**src/rtl/lcd_fetch.sv**
```systemverilog
// rtl/lcd_fetch.sv - copies a 640x64 1-bpp bitmap from memory into the nibble framebuffer; optional frame_done via LCD_FETCH_DONE_IRQ_EN
module lcd_fetch (
  input  logic        clk25,
  input  logic        reset_n,
  input  logic        lcdon,
  input  logic        frame_start,
  input  logic [20:0] base,
  output logic        mem_req,
  output logic [20:0] mem_addr,
  input  logic        mem_ack,
  input  logic [7:0]  mem_di,
  output logic        vram_we,
  output logic [13:0] vram_wa,
  output logic [3:0]  vram_do,
  output logic        busy
`ifdef LCD_FETCH_DONE_IRQ_EN
  ,
  output logic        frame_done
`endif
);

  typedef enum logic [1:0] {IDLE, REQ, WR_HI, WR_LO} state_t;

  state_t      state_q, state_d;
  logic [20:0] base_q, base_d;
  logic [5:0]  line_q, line_d;
  logic [6:0]  col_q, col_d;
  logic [3:0]  lo_q, lo_d;
  logic        mem_req_q, mem_req_d;
  logic [20:0] mem_addr_q, mem_addr_d;
  logic        vram_we_q, vram_we_d;
  logic [13:0] vram_wa_q, vram_wa_d;
  logic [3:0]  vram_do_q, vram_do_d;
  logic        busy_q, busy_d;
`ifdef LCD_FETCH_DONE_IRQ_EN
  logic        done_q, done_d;
`endif

  // Position of the byte following the current one, and its memory address.
  logic        col_last, line_last;
  logic [6:0]  col_nx;
  logic [5:0]  line_nx;
  logic [20:0] next_addr;

  assign col_last  = (col_q == 7'd79);
  assign line_last = (line_q == 6'd63);
  assign col_nx    = col_last ? 7'd0 : col_q + 7'd1;
  assign line_nx   = col_last ? line_q + 6'd1 : line_q;
  // line*80 = line*64 + line*16; the sum wraps at 2^21 by construction
  assign next_addr = base_q + {9'd0, line_nx, 6'd0} + {11'd0, line_nx, 4'd0} + {14'd0, col_nx};

  // Next-state and registered-output computation for the fetch sequence.
  always_comb begin
    state_d    = state_q;
    base_d     = base_q;
    line_d     = line_q;
    col_d      = col_q;
    lo_d       = lo_q;
    mem_req_d  = mem_req_q;
    mem_addr_d = mem_addr_q;
    vram_we_d  = 1'b0;
    vram_wa_d  = vram_wa_q;
    vram_do_d  = vram_do_q;
    busy_d     = busy_q;
`ifdef LCD_FETCH_DONE_IRQ_EN
    done_d     = 1'b0;
`endif
    case (state_q)
      IDLE: begin
        if (frame_start) begin
          base_d     = base;
          line_d     = 6'd0;
          col_d      = 7'd0;
          busy_d     = 1'b1;
          mem_req_d  = 1'b1;
          mem_addr_d = base;
          state_d    = REQ;
        end
      end
      REQ: begin
        // mem_req is always high in this state, so only here is an ack honoured
        if (mem_ack) begin
          lo_d       = mem_di[3:0];
          mem_req_d  = 1'b0;
          vram_we_d  = 1'b1;
          vram_wa_d  = {line_q, col_q, 1'b0};
          vram_do_d  = mem_di[7:4];
          state_d    = WR_HI;
        end
      end
      WR_HI: begin
        vram_we_d = 1'b1;
        vram_wa_d = {line_q, col_q, 1'b1};
        vram_do_d = lo_q;
        state_d   = WR_LO;
      end
      default: begin
        line_d = line_nx;
        col_d  = col_nx;
        if (col_last && line_last) begin
          busy_d  = 1'b0;
          state_d = IDLE;
`ifdef LCD_FETCH_DONE_IRQ_EN
          done_d  = 1'b1;
`endif
        end else begin
          mem_req_d  = 1'b1;
          mem_addr_d = next_addr;
          state_d    = REQ;
        end
      end
    endcase
    // Display off abandons everything; framebuffer keeps what was written.
    if (!lcdon) begin
      state_d   = IDLE;
      mem_req_d = 1'b0;
      vram_we_d = 1'b0;
      busy_d    = 1'b0;
`ifdef LCD_FETCH_DONE_IRQ_EN
      done_d    = 1'b0;
`endif
    end
  end

  // State and output registers with synchronous active-low reset.
  always_ff @(posedge clk25) begin
    if (!reset_n) begin
      state_q    <= IDLE;
      base_q     <= 21'd0;
      line_q     <= 6'd0;
      col_q      <= 7'd0;
      lo_q       <= 4'd0;
      mem_req_q  <= 1'b0;
      mem_addr_q <= 21'd0;
      vram_we_q  <= 1'b0;
      vram_wa_q  <= 14'd0;
      vram_do_q  <= 4'd0;
      busy_q     <= 1'b0;
`ifdef LCD_FETCH_DONE_IRQ_EN
      done_q     <= 1'b0;
`endif
    end else begin
      state_q    <= state_d;
      base_q     <= base_d;
      line_q     <= line_d;
      col_q      <= col_d;
      lo_q       <= lo_d;
      mem_req_q  <= mem_req_d;
      mem_addr_q <= mem_addr_d;
      vram_we_q  <= vram_we_d;
      vram_wa_q  <= vram_wa_d;
      vram_do_q  <= vram_do_d;
      busy_q     <= busy_d;
`ifdef LCD_FETCH_DONE_IRQ_EN
      done_q     <= done_d;
`endif
    end
  end

  assign mem_req  = mem_req_q;
  assign mem_addr = mem_addr_q;
  assign vram_we  = vram_we_q;
  assign vram_wa  = vram_wa_q;
  assign vram_do  = vram_do_q;
  assign busy     = busy_q;
`ifdef LCD_FETCH_DONE_IRQ_EN
  assign frame_done = done_q;
`endif

endmodule
```
**config.mk**
```make
export PLATFORM = sky130hd
export DESIGN_NAME = lcd_fetch
export DESIGN_NICKNAME = d
export VERILOG_FILES = /design/src/rtl/lcd_fetch.sv
export SDC_FILE = /design/constraint.sdc
export NUM_CORES = 1
export LEC_CHECK = 0
export CAP_MARGIN = 10
export CORE_ASPECT_RATIO = 0.9
export CORE_UTILIZATION = 55
export CTS_CLUSTER_DIAMETER = 40
export DETAILED_ROUTE_END_ITERATION = 8
export PLACE_DENSITY_LB_ADDON = 0.08
export SKIP_CTS_REPAIR_TIMING = 1
export SKIP_LAST_GASP = 1
export SLEW_MARGIN = 20
export SYNTH_ARGS = -nofsm -noshare
export SYNTH_HDL_FRONTEND = slang
export SYNTH_SLANG_ARGS = --single-unit
```
**constraint.sdc**
```tcl
create_clock -name clk25 -period 8.6 [get_ports clk25]
set_clock_uncertainty 0.05 [all_clocks]
set_input_delay 2.15 -clock clk25 [delete_from_list [all_inputs] [get_ports clk25]]
set_output_delay 2.15 -clock clk25 [all_outputs]
set_load 0.01 [all_outputs]
```
==> results of run 1 <==
## worst paths after layout
path                            startpoint            to  slack (ps)
worst min-delay path            vram_wa[8]    vram_wa[8]         400
worst max-delay path              col_q[0]  mem_addr[18]        3820
worst min register to register  vram_wa[8]    vram_wa[8]         400
worst max register to register    col_q[0]  mem_addr[18]        3820
## stage by stage
step,instances,utilization (%),hold slack [ps],total power [mW],area (um2)
4_1_cts,731,69.2,404,0.929,5640
6_report,731,69.2,402,0.927,5640
3_3_place_gp,716,66.6,393,0.612,5420
5_1_grt,731,69.2,426,0.967,5640
2_1_floorplan,572,-,386,0.539,4680
3_5_place_dp,716,66.6,393,0.615,5420
## state kept, by name, indices dropped and copies added (netlist names)
register,count
state_q,2
mem_req,1
col_q,7
lo_q,4
vram_we,1
mem_addr,21
busy,1
vram_do,4
base_q,21
vram_wa,14
line_q,6
## worst register-to-register path, stage by stage (launching register included)
cell and delay [ps]:
dfxtp_1 450, ha_1 260, nand3_2 120, nor3_2 610, nand4_1 250, xnor2_2 270
inv_1 110, fa_1 520, inv_1 40, ha_1 280, ha_1 380, a21oi_2 220
o21ai_0 160, a31oi_1 280, a21oi_2 110, xor2_1 150, a222oi_1 300, nor2_1 70
## where the power goes
part / leakage, nW / internal, mW / switching, mW / total, mW
Clock: 0.106 / 0.171 / 0.147 / 0.318
Combinational: 1.51 / 0.0833 / 0.104 / 0.187
Sequential: 0.670 / 0.405 / 0.0167 / 0.421
Total: 2.29 / 0.659 / 0.268 / 0.927
## cells in the mapped netlist (all sizes together), types with 9 or more instances
cell    count  area [um2]
xnor2      10         103
dfxtp      82        1640
clkbuf     20        75.1
o21ai      25         136
a21oi      76         388
nand3      10        55.1
mux2i      16         160
inv        26        97.6
ha         35         438
a211oi      9        67.6
nand2     102         383
buf        14        86.3
nor2       50         198
## cell usage in the layout, fill, tap and decap left out, types with 4 or more instances in the layout
master,count
nand2_1,102
dfxtp_1,82
clkdlybuf4s50_1,75
a21oi_1,74
nor2_1,48
ha_1,35
inv_1,25
o21ai_0,22
mux2i_1,16
clkbuf_8,10
nand3_1,9
a211oi_1,9
xnor2_1,8
xor2_1,8
fa_1,8
nand2b_1,7
a22oi_1,7
nor3_1,7
and3_1,6
nand4_1,4
nor3b_1,4
a31oi_1,4
buf_4,4
## layer usage
| metal | up-vias | part of all wire (%) | routed length (um) |
|---|---|---|---|
| met5 | - | 0 | 0 |
| met4 | 0 | 0.69 | 81 |
| met3 | 12 | 5.2 | 604 |
| met2 | 118 | 47 | 5470 |
| met1 | 2024 | 47 | 5560 |
| li1 | 2082 | - | - |
## kinds of logic after synthesis
family | count (synthesis) | synth area share (%)
and+or+nand+nor | 208 | 20.3
AOI/OAI and AO/OA | 144 | 18.9
DFF | 82 | 35.1
buffers and inverters | 60 | 5.54
adders and majority gates | 43 | 12.8
xor gates and xnor gates | 18 | 3.69
muxes | 17 | 3.66
## layout make-up
class                      instances  area, um2  share of cell area, %
inverter                          26       97.6                   1.73
clock inverter                     4       76.3                   1.35
clock buffer                      11        141                   2.51
timing repair buffer              79        781                   13.8
multi-input combinational        430       2780                   49.3
sequential                        82       1640                   29.1
tap                               99        124                   2.20
==> metrics.md, run 1 <==
| Metric | Value |
|---|---|
| Row count | 31 |
| Share of layout cells above drive strength 1 | 5.85% |
| Placement Setup Slack | about 3900 ps |
| Cells after synthesis | around 570 |
| Clock slew at reported path FFs | ~80 ps |
| CTS tree | yes |
| Synthesized flop and latch total | between 80 and 90 |
| Die width | a little under 100 um |
| Critical path buffers and inverters | 2 |
| Worst r2r path cells | 17 |
| Hold Path Class | flop to flop |
| Number of buffers created by CTS | 9 |
| Post-DR wirelength/cell | 16.0 um |
| # fillers | 722 |
| Fin crit share | a little under three fifths |
| Post-synth ARST share | 0% |
| Largest net degree at the start of global routing | 68 |
| Clk buf depth | 2 |
| Max Transition Viols Final | 0 |
| Placer Congestion | between 0.9 and 1 |
| Worst-margin pin slew | between 1000 and 1500 ps |
| Post-layout nets | between 700 and 800 |
| Leakage | between 2 and 2.5 nW |
| PwrDens | roughly 160 mW/mm2 |
| Max_cap viols | 0 |
| IO Port Bufs | 75 |
| GRT busiest layer | met2 |
| Antenna Nets Post-Route | 0 |
| Tmin final | ~4800 ps |
| Worst setup SP type | flop |
| Routing usage on met2 | 45.8% |
| Clock sinks | around 80 |
| Clock latency on the worst-skew pair | 370 ps |
| Crit path cell chain | ha_1, nand3_2, nor3_2, nand4_1, xnor2_2, inv_1, fa_1, inv_1, ha_1, ha_1, a21oi_2, o21ai_0, a31oi_1, a21oi_2, xor2_1, a222oi_1, nor2_1 |
| Sequential fraction of the synthesis area | a little over a third |
| Routed WL | roughly 12 mm |
| Initial antenna violation count | 0 |
| Critical path data required time | 8770 ps |
| Total Routing Usage GR | 27.2% |
| Worst path depth | 17 |
| DRT iter0 DRCs | 255 |
| Die area | around 0.009 mm2 |
| Max-slew headroom | a little under a third |
| Mapped Nets | 649 |
| Data arrival, critical path | 4950 ps |
| # setup viols final | 0 |
| Hpwl dp | a little over 8 mm |
| Max FO, Critical Path | 11 |
| Number of distinct library cells after synthesis | between 60 and 70 |
| Mean Syn Cell Area | approximately 8 um2 |
| Total gr overflow | 0 |
| Initial Util | between 50% and 60% |
| Area Overhead vs Synth | 20.5% |
| Slowest CP cell | nor3_2 |
| Cell Area, Synth | roughly 0.0047 mm2 |
| Core area | 0.00815 mm2 |
| Worst IR Drop VDD | ~0.12 mV |
| Via density | slightly below 6 |
| Post-route setup slack | around 3800 ps |
| Vias in the first global route | about 3900 |
| Worst setup EP type | flop |
| RSZ-0062 raised after global routing | no |
| Total vias in the final route | roughly 4200 |
| Final TNS setup | 0 ps |
| Die Ht | 89.5 um |
| H-tree depth | 3 |
| Detailed-route DRC error count | 0 |
| Hold depth | 2 |
| CP top delay family | adder cells |
| First-pass GRT wire length | 19.0 mm |
| Crit path largest cell delay | slightly above 600 ps |
| N_diodes | 0 |
| I/O pin count | 76 |
| CP dominant cell by count | ha_1 |
| EDFF count, synth | 0 |
| GR Util met1 | a little over a third |
| Crit Path Class | flop to flop |
| Max Freq | roughly 210 MHz |
| Status | completed |
| Drt pass-1 iters | 5 |
| Hold Violations, Final | 0 |
| Dominant synthesized flop cell | dfxtp_1 |
| GR Layer Usage met3 | 5.24% |
| CTS root buf | clkbuf_8 |
| Synth warnings | 0 |
(Power assumes the default switching activity.)
==> inputs of run 2 (changes only) <==
--- a/config.mk
+++ b/config.mk
@@ -7,7 +7,7 @@
 export LEC_CHECK = 0
 export CAP_MARGIN = 10
 export CORE_ASPECT_RATIO = 0.9
-export CORE_UTILIZATION = 55
+export CORE_UTILIZATION = 49
 export CTS_CLUSTER_DIAMETER = 40
 export DETAILED_ROUTE_END_ITERATION = 8
 export PLACE_DENSITY_LB_ADDON = 0.08
==> constraint.sdc (replaced) <==
create_clock -name clk25 -period 3.9 [get_ports clk25]
set_clock_uncertainty 0.05 [all_clocks]
set_input_delay 0.975 -clock clk25 [delete_from_list [all_inputs] [get_ports clk25]]
set_output_delay 0.975 -clock clk25 [all_outputs]
set_load 0.01 [all_outputs]
==> metrics.md, run 2 (synthesized netlist as in run 1, its figures left out) <==
| Metric | Value |
|---|---|
| Status | completed |
| Routing usage on met2 | roughly two fifths |
| Post-DR wirelength/cell | 15.4 um |
| Tmin final | 3770 ps |
| Max Transition Viols Final | 0 |
| N_diodes | 0 |
| GR Layer Usage met3 | under 10% |
| Share of layout cells above drive strength 1 | 14.4% |
| Internal power | 1.35 mW |
| Max-slew headroom | between 50% and 60% |
| Worst setup EP type | flop |
| Number of buffers created by CTS | 9 |
| PwrDens | 321 mW/mm2 |
| Crit path largest cell delay | around 470 ps |
| Core area | roughly 0.0092 mm2 |
| Post-Layout Cell Count | slightly below 800 |
| CTS tree | yes |
| Total gr overflow | 0 |
| H-tree depth | 3 |
| RSZ-0062 raised after global routing | yes |
| Critical path data required time | about 4100 ps |
| Initial Util | between 50% and 60% |
| Final TNS setup | 0 ps |
| Fin util | approximately 66% |
| Row count | 33 |
| Worst r2r path cells | 15 |
| Detailed-route DRC error count | 0 |
| Leading cell types in the layout, fill and taps excluded | 101 x nand2_1, 79 x dfxtp_1, 75 x clkdlybuf4s50_1, 73 x a21oi_1, 47 x nor2_1 |
| Crit path cell chain | ha_4, nand3_4, nor3_4, buf_6, mux2_2, fa_1, ha_1, ha_2, a21o_1, a21oi_2, nand2_2, a31oi_4, o31a_2, a41oi_1, o41ai_1 |
| HP Start | vram_wa[3] |
| Vias in the first global route | approximately 4100 |
| Crit Path Class | flop to flop |
| Data arrival, critical path | 3940 ps |
| Clock sinks | 82 |
| Drt pass-1 iters | 5 |
| Initial antenna violation count | 0 |
| Sw Share | a little under a third |
| Worst IR Drop VDD | between 0.2 and 0.25 mV |
| Max FO, Critical Path | 8 |
| Comb power frac | 22.6% |
| GRT busiest layer | met2 |
| Area Overhead vs Synth | 29.8% |
| # setup viols final | 0 |
| Max Freq | around 270 MHz |
| Via density | 5.53 |
| CP startpoint | col_q[1] |
| Placer Congestion | between 0.9 and 1 |
| Clk buf depth | 2 |
| DRT iter0 DRCs | around 190 |
| Worst-margin pin slew | between 700 and 800 ps |
| Largest net degree at the start of global routing | 42 |
| Worst setup SP type | flop |
| Die width | approximately 100 um |
| First-pass GRT wire length | ~20 mm |
| Part of the power in registers | a little under half |
| Fin crit share | a little over nine tenths |
| Total Routing Usage GR | 25.2% |
| Hpwl dp | just under 9 mm |
| CTS root buf | clkbuf_8 |
| Antenna Nets Post-Route | 0 |
| Die area | around 0.0099 mm2 |
| Hold depth | 2 |
| P_sw | around 0.60 mW |
| Clock share of power | slightly below 30% |
| Clock slew at reported path FFs | roughly 80 ps |
| IO Port Bufs | 75 |
| I/O pin count | between 70 and 80 |
| Total vias in the final route | around 4400 |
| Die Ht | between 90 and 100 um |
| Max_cap viols | 0 |
| GR Util met1 | approximately a third |
| Slowest CP cell | fa_1 |
| Hold Path Class | flop to flop |
| Hold Violations, Final | 0 |
| Clock latency on the worst-skew pair | roughly 360 ps |
| Routed WL | approximately 12 mm |
| Post-layout nets | about 740 |
| Cells after DPL | about 770 |
| RR Startpoint | col_q[1] |
| Commonest non-fill, non-tap cell in the layout | nand2_1 |
| Leakage | about 2.5 nW |
| Total power | roughly 1.9 mW |
run 2: cell count changes in the layout (fill, tap and decap cells not counted), sizes merged:
cell | before | now
bufinv | 2 | 0
clkinvlp | 1 | 4
clkinv | 2 | 0
inv | 25 | 27
buf | 4 | 38
run 2: power by group through the flow:
stage               Clock [mW]  Combinational [mW]  Sequential, mW
finish                   0.581               0.441           0.928
detailed placement           0               0.430           0.946
global route             0.625               0.485           0.936
CTS                      0.594               0.434           0.927
global placement             0               0.425           0.945
floorplan                    0               0.232           0.958
run 2: final timing paths:
kind / to / slack (ps)
worst max-delay path: mem_addr[15] / 130
worst min-delay path: vram_wa[3] / 400
worst max register to register: mem_addr[15] / 130
worst min register to register: vram_wa[3] / 400
run 2: critical path: cells and delay by family (launching register included):
kind / cells / cell delay [ps]
muxes: 1 / 370
and+or+nand+nor: 3 / 330
buffers and inverters: 1 / 160
DFF: 1 / 360
adders and majority gates: 4 / 1310
AOI/OAI and AO/OA: 6 / 1050
run 2: routing by layer:
layer,share of wire [%],up-vias,wire (um)
met5,0,-,0
met4,1.4,0,172
met3,5.4,16,656
met2,46,119,5620
met1,47,2080,5740
li1,-,2152,-
run 2: area by class of cell:
class,count,area (um2)
Clock inverter,5,38.8
Tap cell,122,153
Sequential cell,82,1650
Inverter,26,97.6
Clock buffer,11,141
Multi-Input combinational cell,430,2960
Timing Repair Buffer,113,1040
Fill cell,813,3140
run 2: metrics by stage:
| stage | setup slack (ps) | hold slack (ps) | instance area, um2 |
|---|---|---|---|
| 4_1_cts | -117 | 411 | 5870 |
| 2_1_floorplan | 15.0 | 386 | 4690 |
| 5_1_grt | -69.6 | 430 | 6070 |
| 6_report | 129 | 404 | 6070 |
| 3_3_place_gp | -30.8 | 394 | 5690 |
| 3_5_place_dp | -86.0 | 397 | 5690 |
==> inputs of run 3 (changes only) <==
--- a/config.mk
+++ b/config.mk
@@ -6,7 +6,7 @@
 export NUM_CORES = 1
 export LEC_CHECK = 0
 export CAP_MARGIN = 10
-export CORE_ASPECT_RATIO = 0.9
+export CORE_ASPECT_RATIO = 0.75
 export CORE_UTILIZATION = 49
 export CTS_CLUSTER_DIAMETER = 40
 export DETAILED_ROUTE_END_ITERATION = 8
==> metrics.md, run 3 (synthesized netlist as in run 1, its figures left out) <==
| Metric | Value |
|---|---|
| R2R Path End | mem_addr[15] |
| I/O pin count | 76 |
| CP startpoint | col_q[1] |
| Crit Path Class | flop to flop |
| Total vias in the final route | about 4400 |
| Clock sinks | 82 |
| # fillers | between 700 and 800 |
| Max_cap viols | 0 |
| Share of layout cells above drive strength 1 | about 15% |
| Data arrival, critical path | about 3900 ps |
| Worst IR Drop VDD | ~0.23 mV |
| # setup viols final | 0 |
| HP Start | vram_wa[8] |
| Routed WL | ~12 mm |
| Number of buffers created by CTS | 9 |
| Area Overhead vs Synth | 33.2% |
| Largest net degree at the start of global routing | 43 |
| RSZ-0062 raised after global routing | yes |
| N_diodes | 0 |
| Max Freq | 265 MHz |
| Drt pass-1 iters | 5 |
| Antenna Nets Post-Route | 0 |
| Initial Util | between 50 and 60% |
| Commonest non-fill, non-tap cell in the layout | nand2_1 |
| Die area | 0.00995 mm2 |
| First-pass GRT wire length | just over 20 mm |
| Post-layout nets | 740 |
| CTS root buf | clkbuf_16 |
| Placer Congestion | slightly above 0.9 |
| Worst-margin pin slew | between 800 and 900 ps |
| Worst hold endpoint | vram_wa[8] |
| Clk buf depth | 2 |
| Core area | roughly 0.009 mm2 |
| Leading cell types in the layout, fill and taps excluded | 101 x nand2_1, 79 x dfxtp_1, 75 x clkdlybuf4s50_1, 73 x a21oi_1, 47 x nor2_1 |
| Die Ht | 86.6 um |
| Cells after DPL | approximately 780 |
| Detailed-route DRC error count | 0 |
| Fin crit share | between 90 and 100% |
| Hold Violations, Final | 0 |
| RR Startpoint | col_q[1] |
| Leakage | around 2.6 nW |
| Hpwl dp | about 8.6 mm |
| Initial antenna violation count | 0 |
| Worst setup EP type | flop |
| Critical path data required time | 4050 ps |
| H-tree depth | 3 |
| Via density | approximately 5.5 |
| Clock slew at reported path FFs | roughly 70 ps |
| Tmin final | about 3800 ps |
| Row count | 30 |
| Hold WS | about 400 ps |
| Hold depth | 2 |
| Vias in the first global route | ~4100 |
| Max Transition Viols Final | 0 |
| Design Area, Final | just over 0.006 mm2 |
| Status | completed |
| Fin util | about two thirds |
| Clock latency on the worst-skew pair | 340 ps |
| CTS tree | yes |
| Hold Path Class | flop to flop |
| Max FO, Critical Path | 8 |
| Total gr overflow | 0 |
| R2r setup slk | about 120 ps |
| Worst r2r path cells | 16 |
| Die width | around 110 um |
| Post-DR wirelength/cell | around 15 um |
| Max-slew headroom | a little over two fifths |
| Post-Layout Cell Count | between 700 and 800 |
| Total Routing Usage GR | between 20% and 30% |
| DRT iter0 DRCs | roughly 330 |
| Final TNS setup | 0 ps |
| Worst setup SP type | flop |
| Placement Cell Area | roughly 0.0057 mm2 |
| PwrDens | ~370 mW/mm2 |
| IO Port Bufs | 75 |
==> run 3: changes by cell type in the layout (fill, tap and decap cells not counted), moves of 2 or more <==
cell        change
clkbuf_16       +9
clkbuf_8        -7
clkinvlp_4      -3
o21ai_2         +2
xnor2_2         -2
==> run 3: worst max-delay path by stage <==
| stage | to | slack, ps | cells after the start |
|---|---|---|---|
| 4_1_cts | mem_addr[18] | -140 | 18 |
| 6_report | mem_addr[15] | 120 | 16 |
| 2_1_floorplan | mem_addr[18] | 10 | 18 |
| 3_3_place_gp | mem_addr[18] | -30 | 18 |
| 3_5_place_dp | mem_addr[18] | -110 | 18 |
| 5_1_grt | mem_addr[18] | -50 | 18 |
==> run 3: cell type report <==
cell class,count,area (um2),area share [%]
clock inverter,3,46.3,0.743
tap,128,160,2.57
timing repair buffer,114,1050,16.8
sequential,82,1650,26.4
inverter,26,97.6,1.57
clock buffer,13,270,4.34
multi-input combinational,430,2970,47.6
==> run 3: layer usage <==
layer  GRT usage [%]  part of all wire [%]
met4            8.15                   1.2
met3            4.55                   4.8
met1            36.8                    50
met5               0                     0
met2            40.0                    44
==> run 3: critical path, cell delays in order, from the launching register on <==
cell     delay, ps
dfxtp_2        330
ha_2           190
nand3_2         90
nor3_2         150
buf_4          190
mux2_2         360
buf_4          150
fa_1           440
ha_1           300
ha_1           170
buf_4          130
a21oi_1         60
o21ai_1        240
a31oi_4         80
o31a_4         390
a41oi_1        210
o41ai_1         90
==> run 3: power breakdown <==
part           internal, mW  switching, mW  total, mW  leakage, nW
clock network         0.550          0.350      0.901        0.152
logic                 0.202          0.245      0.446         1.73
registers             0.894         0.0350      0.929        0.672
total                  1.65          0.630       2.28         2.56
==> run 3: through the flow <==
stage / setup WS, ps / power [mW]
floorplan: 15.0 / 1.19
global placement: -35.0 / 1.37
detailed placement: -114 / 1.38
CTS: -142 / 2.27
global route: -54.9 / 2.37
finish: 119 / 2.28
